`config.mk`:
```
export PLATFORM = sky130hd
export DESIGN_NAME = systolic_pe
export DESIGN_NICKNAME = d
export VERILOG_FILES = /design/src/rtl/systolic_pe.sv
export SDC_FILE = /design/constraint.sdc
export NUM_CORES = 1
export LEC_CHECK = 0
export CAP_MARGIN = 40
export CORE_ASPECT_RATIO = 1.25
export CORE_UTILIZATION = 55
export CTS_CLUSTER_DIAMETER = 150
export CTS_CLUSTER_SIZE = 24
export DETAILED_ROUTE_END_ITERATION = 6
export PLACE_DENSITY = 0.83
export SLEW_MARGIN = 20
export SYNTH_ARGS = -nofsm -noshare
export SYNTH_HDL_FRONTEND = slang
export SYNTH_SLANG_ARGS = --single-unit
```
`constraint.sdc`:
```
create_clock -name clock -period 9.2 [get_ports clock]
set_clock_uncertainty 0.1 [all_clocks]
set_input_delay 1.84 -clock clock [delete_from_list [all_inputs] [get_ports clock]]
set_output_delay 1.84 -clock clock [all_outputs]
set_load 0.02 [all_outputs]
```
`src/rtl/systolic_pe.sv`:
```
// Output-stationary systolic MAC processing element with a per-row drain chain.
// Latency: operands forwarded east/south in 1 cycle; own result on c_out 1 cycle after drain rises.
// Backpressure: none; valid-qualified streaming, drain is a level held for N cycles per N-PE row.
module systolic_pe #(
   parameter int DATA_W   = 8,
   parameter int ACC_W    = 20,
   parameter int SIGNED   = 1,
   parameter int SATURATE = 1
) (
   input  logic              clock,
   input  logic              reset,
   input  logic [DATA_W-1:0] a_in,
   input  logic              a_valid_in,
   input  logic [DATA_W-1:0] b_in,
   input  logic              b_valid_in,
   output logic [DATA_W-1:0] a_out,
   output logic              a_valid_out,
   output logic [DATA_W-1:0] b_out,
   output logic              b_valid_out,
   input  logic              clear,
   input  logic              drain,
   input  logic [ACC_W-1:0]  c_in,
   input  logic              c_in_valid,
   input  logic              c_in_ovf,
   output logic [ACC_W-1:0]  c_out,
   output logic              c_out_valid,
   output logic              c_out_ovf,
   output logic [ACC_W-1:0]  acc
);

   localparam int PW  = 2 * DATA_W;
   localparam int EW  = ACC_W + 1;
   localparam bit SX  = (SIGNED != 0);
   localparam bit SAT = (SATURATE != 0);

   typedef enum logic {
      ACCUM = 1'b0,
      PASS  = 1'b1
   } state_t;

   state_t            state;
   state_t            state_nxt;
   logic              own_load;
   logic              in_pass;
   logic              mac_en;
   logic              clr_en;
   logic              ovf;

   logic [PW-1:0]     a_x;
   logic [PW-1:0]     b_x;
   logic [PW-1:0]     prod;
   logic [EW-1:0]     prod_x;
   logic [EW-1:0]     acc_x;
   logic [EW-1:0]     sum;
   logic              sum_ovf;
   logic [ACC_W-1:0]  sat_val;
   logic [ACC_W-1:0]  acc_mac;

   // Multiply-accumulate datapath: operands are extended to the product width so one
   // unsigned multiplier gives the correct low bits for both signed and unsigned modes;
   // one guard bit above ACC_W exposes overflow. clear substitutes zero for the old acc.
   always_comb begin
      a_x    = {{DATA_W{SX & a_in[DATA_W-1]}}, a_in};
      b_x    = {{DATA_W{SX & b_in[DATA_W-1]}}, b_in};
      prod   = a_x * b_x;
      prod_x = {{(EW-PW){SX & prod[PW-1]}}, prod};
      acc_x  = clr_en ? '0 : {SX & acc[ACC_W-1], acc};
      sum    = acc_x + prod_x;
      if (SX) begin
         sum_ovf = sum[ACC_W] ^ sum[ACC_W-1];
         sat_val = sum[ACC_W] ? {1'b1, {(ACC_W-1){1'b0}}} : {1'b0, {(ACC_W-1){1'b1}}};
      end else begin
         sum_ovf = sum[ACC_W];
         sat_val = '1;
      end
      acc_mac = (sum_ovf && SAT) ? sat_val : sum[ACC_W-1:0];
   end

   // Next-state and per-cycle control: drain wins over clear and MAC in ACCUM.
   always_comb begin
      state_nxt = state;
      own_load  = 1'b0;
      in_pass   = 1'b0;
      mac_en    = 1'b0;
      clr_en    = 1'b0;
      case (state)
         ACCUM: begin
            if (drain) begin
               own_load  = 1'b1;
               state_nxt = PASS;
            end else begin
               mac_en = a_valid_in & b_valid_in;
               clr_en = clear;
            end
         end
         PASS: begin
            in_pass = 1'b1;
            if (!drain) begin
               state_nxt = ACCUM;
            end
         end
         default: state_nxt = ACCUM;
      endcase
   end

   // State register.
   always_ff @(posedge clock) begin
      if (reset) begin
         state <= ACCUM;
      end else begin
         state <= state_nxt;
      end
   end

   // Operand forwarding east and south; data holds when its qualifier is low.
   always_ff @(posedge clock) begin
      if (reset) begin
         a_out       <= '0;
         a_valid_out <= 1'b0;
         b_out       <= '0;
         b_valid_out <= 1'b0;
      end else begin
         a_valid_out <= a_valid_in;
         b_valid_out <= b_valid_in;
         if (a_valid_in) a_out <= a_in;
         if (b_valid_in) b_out <= b_in;
      end
   end

   // Accumulator, sticky overflow and drain chain: own result is launched on the first
   // drain cycle, then upstream results ripple through until drain drops.
   always_ff @(posedge clock) begin
      if (reset) begin
         acc         <= '0;
         ovf         <= 1'b0;
         c_out       <= '0;
         c_out_valid <= 1'b0;
         c_out_ovf   <= 1'b0;
      end else if (own_load) begin
         c_out       <= acc;
         c_out_ovf   <= ovf;
         c_out_valid <= 1'b1;
         acc         <= '0;
         ovf         <= 1'b0;
      end else if (in_pass) begin
         c_out       <= c_in;
         c_out_ovf   <= c_in_ovf;
         c_out_valid <= c_in_valid & drain;
      end else begin
         c_out_valid <= 1'b0;
         if (mac_en) begin
            acc <= acc_mac;
            ovf <= (ovf & ~clr_en) | sum_ovf;
         end else if (clr_en) begin
            acc <= '0;
            ovf <= 1'b0;
         end
      end
   end

endmodule

```
==> impl_metrics.json, run 1 <==
{
  "placed_cells": 900,
  "cts_post_setup_buffers_inserted": 0,
  "min_period_ps": 8742,
  "syn_inst": 679,
  "post_route_antenna_net_violation_count": 0,
  "maxClockFrequency_mhz": 114.4,
  "detailroute.via_count": 5087,
  "portion_of_the_clock_cycle_consumed_by_the_worst_path_in_the_final_layout_pct": 95.02,
  "dp_hpwl_um": 11420,
  "critical_setup_path_class": "primary input to flop",
  "global_route.overflow_total": 0,
  "crit_arrival_ps": 8920,
  "syn-cell-area_um2": 5993,
  "cts_root_buffer": "clkbuf_16",
  "ys_seq_area_share_pct": 20.71,
  "antenna_cells": 0,
  "clock_tree.htree_level_count": 3,
  "die_w_um": 95.37,
  "wl_per_cell_um": 15.91,
  "nNetsFinal": 929,
  "drt_wl_total_um": 14590,
  "drtPass1Iterations": 4,
  "drt_iter0_markers": 190,
  "worst_setup_path_start_kind": "primary input",
  "category_of_the_worst_setup_path_capture_point": "flop",
  "drc": 0,
  "worst_slew_pin_slew_ps": 718.7,
  "slew_viol_final": 0,
  "routabilityCongestion": 0.8595,
  "hold_path.class": "flop to flop",
  "critPathMaxFanout": 10,
  "worst_setup_margin_ps": 457.9,
  "cts-root-to-sink-buffers": 2,
  "ys.flop_type": "dfxtp_1",
  "grt_max_degree": 45,
  "synth_area_per_cell_um2": 8.827,
  "post-synth-top-area-cell": "dfxtp_1",
  "setup_repair_after_global_routing_missed_its_margin": "no",
  "async_reset_ff_share_pct": 0,
  "floorplan.die.height_um": 118.7,
  "worst_setup_hold_path_clk_slew_ps": 60,
  "setup_total_negative_slack_ps": 0,
  "synth_enable_flop_cells": 0,
  "cts_hold_buffers": 0,
  "synth_cell_type_count": 53,
  "post_cts_resized": 0,
  "netlist.area_leader.share_pct": 20.71,
  "syn_nets": 828,
  "cts-buffers-inserted": 9,
  "max-cap-violations": 0,
  "port_buffers": 103,
  "worst_path_most_repeated_cell": "a21oi_1",
  "fp-row-count": 42,
  "grt_antenna_before_repair": 0,
  "slew_headroom_pct": 51.94,
  "yosys_register_bits": 62,
  "tritoncts_num_sinks": 62,
  "core_area_um2": 10620,
  "start_util_pct": 56.46,
  "fp.dieArea_um2": 11320,
  "dpl_worst_slack_ps": 42.96,
  "worst_skew_pair.late_latency_ps": 340,
  "slowest_delay_ps": 600,
  "vdd_drop_max_mv": 0.2566,
  "setup_violations": 0,
  "p_leak_nw": 3.501,
  "grt_first_pass_wirelength_um": 24940,
  "finished_layout_cells": 917,
  "ys.warnings.count": 0,
  "status": "finished clean",
  "final.hold.worst_slack_ps": 372.4,
  "required_time_at_the_worst_slack_endpoint_ps": 9370,
  "power_density_over_the_cells_nw_per_um2": 328.5,
  "grt_pass1_vias": 5393,
  "synth.top_cells.by_area": "dfxtp_1 (21%), fa_1 (19%), ha_1 (10%), inv_1 (6.3%), mux2i_1 (6.2%)",
  "crit_slowest_cell": "clkdlybuf4s50_1",
  "post_drt_via_cell_ratio": 5.547,
  "tritoncts": "yes",
  "floorplan.io_pins": 104,
  "synthToLayoutAreaGrowth_pct": 24.34,
  "drive_gt1_share_pct": 5.605,
  "timing_hold_violations_final": 0,
  "grt_use_total_pct": 28.26
}
## layout make-up
| class | count | area [µm²] |
|---|---|---|
| Clock buffer | 9 | 225.2 |
| Clock inverter | 7 | 50.05 |
| Fill cell | 830 | 3163 |
| Inverter | 100 | 375.4 |
| Multi-Input combinational cell | 495 | 4289 |
| Sequential cell | 62 | 1241 |
| Tap cell | 132 | 165.2 |
| Timing Repair Buffer | 112 | 1106 |
## layer usage
metal	track usage, %	share of wire [%]	vias up
met5	0	0	-
met2	50.00	53	174
met1	31.94	38	2425
met3	6.178	6.2	42
met4	11.65	2.5	0
li1	-	-	2446
## critical path, delay by kind of cell
family                   cells  cell delay, ps
adder cells (fa/ha/maj)      7            2540
AO/OA/AOI/OAI               13            2440
buffers and inverters        6            1060
AND/OR/NAND/NOR              4             930
XOR/XNOR                     1              90
## where the power goes
part           internal, W  switching [W]
Sequential        0.000307      0.0000389
Combinational     0.000766        0.00102
Clock             0.000183       0.000135
Total              0.00126        0.00119
## sequential cells by signal (all words and copies together), names as in the netlist
register     flops
a_valid_out      1
c_out_valid      1
acc             20
state            1
b_valid_out      1
c_out           20
c_out_ovf        1
ovf              1
b_out            8
a_out            8
## synthesized netlist by cell type, drive strengths merged, types with 18 or more instances
library cell	instances
nor2b	31
fa	56
ha	49
xnor2	21
nand2	25
nor2	76
clkbuf	18
mux2i	38
and2	45
dfxtp	62
inv	100
a21oi	48
## worst paths after layout
| kind | start | end | slack [ps] | cells after the start |
|---|---|---|---|---|
| worst min register to register | ovf | ovf | 370 | 1 |
| worst min-delay path | ovf | ovf | 370 | 1 |
| worst max-delay path | a_in[4] | acc[15] | 460 | 31 |
| worst max register to register | state | acc[4] | 4820 | 15 |
## cell families (layout without fill, tap and decap cells)
logic type	after synthesis	in the layout	share of synthesized area, %
multiplexers	39	39	6.597
AO/OA/AOI/OAI	120	120	14.32
adder cells (fa/ha/maj)	105	105	28.94
XOR/XNOR	32	32	4.906
AND/OR/NAND/NOR	199	199	16.64
buffers and inverters	122	228	7.891
flip-flops	62	62	20.71
## placed cells by master, fill, tap and decap left out, types with 25 or more instances in the layout
master | synthesis | routed
and2_1 | 45 | 45
mux2i_1 | 37 | 37
a21oi_1 | 46 | 46
fa_1 | 56 | 56
nand2_1 | 25 | 25
inv_1 | 100 | 100
nor2b_1 | 31 | 31
ha_1 | 49 | 49
clkdlybuf4s50_1 | 0 | 103
dfxtp_1 | 62 | 62
nor2_1 | 76 | 76
## per-stage QoR
stage / area [µm²] / power, W / util, %
finish: 7452 / 0.002448 / 70.20
global route: 7452 / 0.002664 / 70.20
CTS: 7436 / 0.002436 / 70.05
detailed placement: 7161 / 0.002094 / 67.46
global placement: 7149 / 0.002025 / 67.35
floorplan: 5993 / 0.001664 / -
(Power assumes the default switching activity.)
==> inputs of run 2 (changes only) <==
- TNS_END_PERCENT: unset -> 100
==> results of run 2 <==
No change in the layout: final DEF, timing and power equal those of run 1.
==> variant 1, RTL diff (config.mk and constraints of run 2) <==
`ACC_W`: 20 -> 30.
--- a/src/rtl/systolic_pe.sv
+++ b/src/rtl/systolic_pe.sv
@@ -3,7 +3,7 @@
 // Backpressure: none; valid-qualified streaming, drain is a level held for N cycles per N-PE row.
 module systolic_pe #(
    parameter int DATA_W   = 8,
-   parameter int ACC_W    = 20,
+   parameter int ACC_W    = 30,
    parameter int SIGNED   = 1,
    parameter int SATURATE = 1
 ) (
Interface: changed (resized acc, c_in and c_out); port bits go from 104 to 134. No check against the original RTL was run, so the function may have changed too.
==> variant 1 against run 2 <==
- sequential share of layout area fell by 0.36 points
- synthesized area grew 31%
- maximum frequency decreased by 1.3%
- cell count up 42%
- clock power increased by 15%
- sequential cell count increased by 20
- final area up 35%
- setup slack lost 0.11 ns
- worst hold slack improved by 0.012 ns
- wire length increased by 48%
- total power grew 46%
- critical path type unchanged
- critical endpoint is now acc[26]$_SDFFE_PP0P_
- largest cell class unchanged
- largest power group unchanged
==> variant 1: results <==
[critical_path]
crit_start = b_in[0]
crit_family = compound AO/OA/AOI/OAI gates
r2r-end = acc[26]$_SDFFE_PP0P_
slowest_delay_ns = 0.57
slowest_stage = fa_1
regToRegSetupSlack_ns = 4.52
crit_fanout = 6

[placed_design]
gp_congestion = 0.914
io_buffers = 133

[drt]
m1WireLength_um = 8480
met2_wirelength_um = 11300
drt_first_pass_iters = 5
via_per_inst = 5.68
wl_met3_um = 989

[synth]
synth_xor_area_share_pct = 5.21
synth_compound_gate_area_share_pct = 18.7
synth.distinct_cells = 70
synth_adder_area_share_pct = 22.7
ys_seq_area_share_pct = 20.9

[power_and_ir_drop]
vdd_drop_max_v = 0.000410
power.share.sequential_pct = 11.6

[finish]
drive_above_1_share_pct = 11.1
seq_area_share_pct = 16.3
multi_input_area_um2 = 5710
multi_input_gates = 733
bufAreaShareNonClock_pct = 18.3

[run_status]
status = completed

[sta]
maxSlewHeadroom_pct = 50.6

[global_routing]
grt_pass1_wl_um = 35400
track_usage_pct = 30.7
## variant 1: cell count changes in the layout (fill, tap and decap cells not counted), moves of 25 or more
cell / run 2 / this run
nand2_1: 25 / 69
buf_4: 7 / 60
a21oi_1: 46 / 81
and2_1: 45 / 70
nor2_1: 76 / 110
## variant 1: cells by family after synthesis
| logic type | Yosys count |
|---|---|
| buffers and inverters | 145 |
| flip-flops | 82 |
| AND/OR/NAND/NOR | 308 |
| adder cells (fa/ha/maj) | 109 |
| multiplexers | 50 |
| XOR/XNOR | 45 |
| AO/OA/AOI/OAI | 221 |
## variant 1: stage by stage
stage | cells | instance area, µm² | setup slack (ns) | power (W) | util (%)
finish | 1302 | 10100 | 0.345 | 0.00357 | 72.7
floorplan | 960 | 7850 | 0.247 | 0.00228 | -
CTS | 1301 | 10000 | 0.150 | 0.00352 | 72.1
global route | 1302 | 10100 | -0.0114 | 0.00386 | 72.7
detailed placement | 1285 | 9700 | -0.126 | 0.00313 | 69.9
global placement | 1284 | 9700 | 0.0320 | 0.00309 | 69.9
## variant 1: how the worst min path moves through the flow
stage / from / to / slack [ns] / depth (start not counted)
6_report: acc[18]$_SDFFE_PP0P_ / acc[18]$_SDFFE_PP0P_ / 0.38 / 2
3_5_place_dp: acc[18]$_SDFFE_PP0P_ / acc[18]$_SDFFE_PP0P_ / 0.38 / 2
2_1_floorplan: ovf$_SDFFE_PP0P_ / ovf$_SDFFE_PP0P_ / 0.38 / 2
3_3_place_gp: a_out[2]$_SDFFE_PP0P_ / a_out[2]$_SDFFE_PP0P_ / 0.37 / 2
4_1_cts: acc[18]$_SDFFE_PP0P_ / acc[18]$_SDFFE_PP0P_ / 0.39 / 2
5_1_grt: acc[18]$_SDFFE_PP0P_ / acc[18]$_SDFFE_PP0P_ / 0.40 / 2
==> variant 2, RTL diff (settings of run 2) <==
Made on the original files. Make the reset (`reset`) asynchronous in 3 clocked blocks.
--- a/src/rtl/systolic_pe.sv
+++ b/src/rtl/systolic_pe.sv
@@ -104,7 +104,7 @@
    end
 
    // State register.
-   always_ff @(posedge clock) begin
+   always_ff @(posedge clock or posedge reset) begin
       if (reset) begin
          state <= ACCUM;
       end else begin
@@ -113,7 +113,7 @@
    end
 
    // Operand forwarding east and south; data holds when its qualifier is low.
-   always_ff @(posedge clock) begin
+   always_ff @(posedge clock or posedge reset) begin
       if (reset) begin
          a_out       <= '0;
          a_valid_out <= 1'b0;
@@ -129,7 +129,7 @@
 
    // Accumulator, sticky overflow and drain chain: own result is launched on the first
    // drain cycle, then upstream results ripple through until drain drops.
-   always_ff @(posedge clock) begin
+   always_ff @(posedge clock or posedge reset) begin
       if (reset) begin
          acc         <= '0;
          ovf         <= 1'b0;
Check against the original RTL: differs if reset is asserted again (counterexample within 4 cycles, from zero or initial values and one cycle with reset high); with reset held inactive, the same outputs for 10 cycles.
==> variant 2 against run 2 <==
- total power rose by 11%
- non-clock buffer count up 6
- sequential cell count unchanged
- final area increased by 5.6%
- wire length up 1.0%
- clock power rose by 19%
- sequential share of layout area rose by 3.1 points
- highest routed layer unchanged
- the flow now finishes with violations (DRC)
- die area is 4.7% higher
- setup slack lost 0.0066 ns
- combinational power up 12%
- synthesized area is 4.8% higher
- cell count is 0.44% lower
==> variant 2: results <==
[drt]
drc = 10

[synth]
ys_seq_area_share_pct = 24.7
yosys-top-cells-count = inv_1 (103), nand2_1 (64), dfrtp_1 (62), fa_1 (56), ha_1 (49)
synth_top_flop_cell = dfrtp_1
syn_area_per_cell_um2 = 9.49

[global_routing]
grt_pass1_wl_um = 25600
grt_pass1_vias = 5443
use_met1_pct = 33.5
use_met3_pct = 4.78

[finish]
seq_area_share_pct = 19.7
fin_nets = 922
bufAreaShareNonClock_pct = 14.9
multi_input_area_share_pct = 54.3
finalNonFillerCells = 913

[power_and_ir_drop]
p_int_w = 0.00141
powerDensity_nw_per_um2 = 346

[critical_path]
crit_family = compound AO/OA/AOI/OAI gates
regToRegSetupSlack_ns = 4.39
crit_fanout = 12
r2r-end = acc[0]$_DFFE_PP0P_

[placed_design]
gp_congestion = 0.827
place_hpwl_um = 11100
pre_cts_slack_ns = -0.0117
dp.cells = 889

[run_status]
status = finished, violations left
violations = DRC
[variant 2: changes by cell type after synthesis, moves of 7 or more]
| cell | delta |
|---|---|
| mux2i_1 | -15 |
| dfrtp_1 | +62 |
| nand2_1 | +39 |
| a21oi_1 | -22 |
| o21ai_0 | +24 |
| nor2_1 | -59 |
| o211ai_2 | +9 |
| dfxtp_1 | -62 |
| o211ai_1 | +7 |
| a221o_1 | -10 |
| mux2_2 | +16 |
[variant 2: worst max-delay path by stage]
| stage | from | endpoint | slack, ns | cells past startpoint |
|---|---|---|---|---|
| 2_1_floorplan | a_in[7] | acc[10]$_DFFE_PP0P_ | 1.30 | 31 |
| 3_3_place_gp | a_in[3] | acc[3]$_DFFE_PP0P_ | 0.18 | 27 |
| 3_5_place_dp | a_in[3] | acc[3]$_DFFE_PP0P_ | -0.01 | 27 |
| 4_1_cts | a_in[3] | acc[2]$_DFFE_PP0P_ | 0.21 | 29 |
| 5_1_grt | b_in[6] | acc[2]$_DFFE_PP0P_ | 0.008 | 28 |
| 6_report | a_in[3] | acc[0]$_DFFE_PP0P_ | 0.45 | 30 |
[variant 2: repair_timing]
action	CTS	global route
setup endpoints to repair	0	18
buffers inserted	0	7
resized for setup	0	2
[variant 2: routing by layer]
metal	up-vias	share of wire [%]
met4	0	2.2
met1	2401	43
met2	168	50
li1	2403	-
met5	-	0
met3	35	5.4
[variant 2: kinds of logic after synthesis]
family / Yosys count / synth area share [%]
AO/OA/AOI/OAI: 123 / 14.1
buffers and inverters: 121 / 7.51
AND/OR/NAND/NOR: 178 / 14.6
adder cells (fa/ha/maj): 106 / 27.8
multiplexers: 39 / 6.55
flip-flops: 62 / 24.7
XOR/XNOR: 33 / 4.82
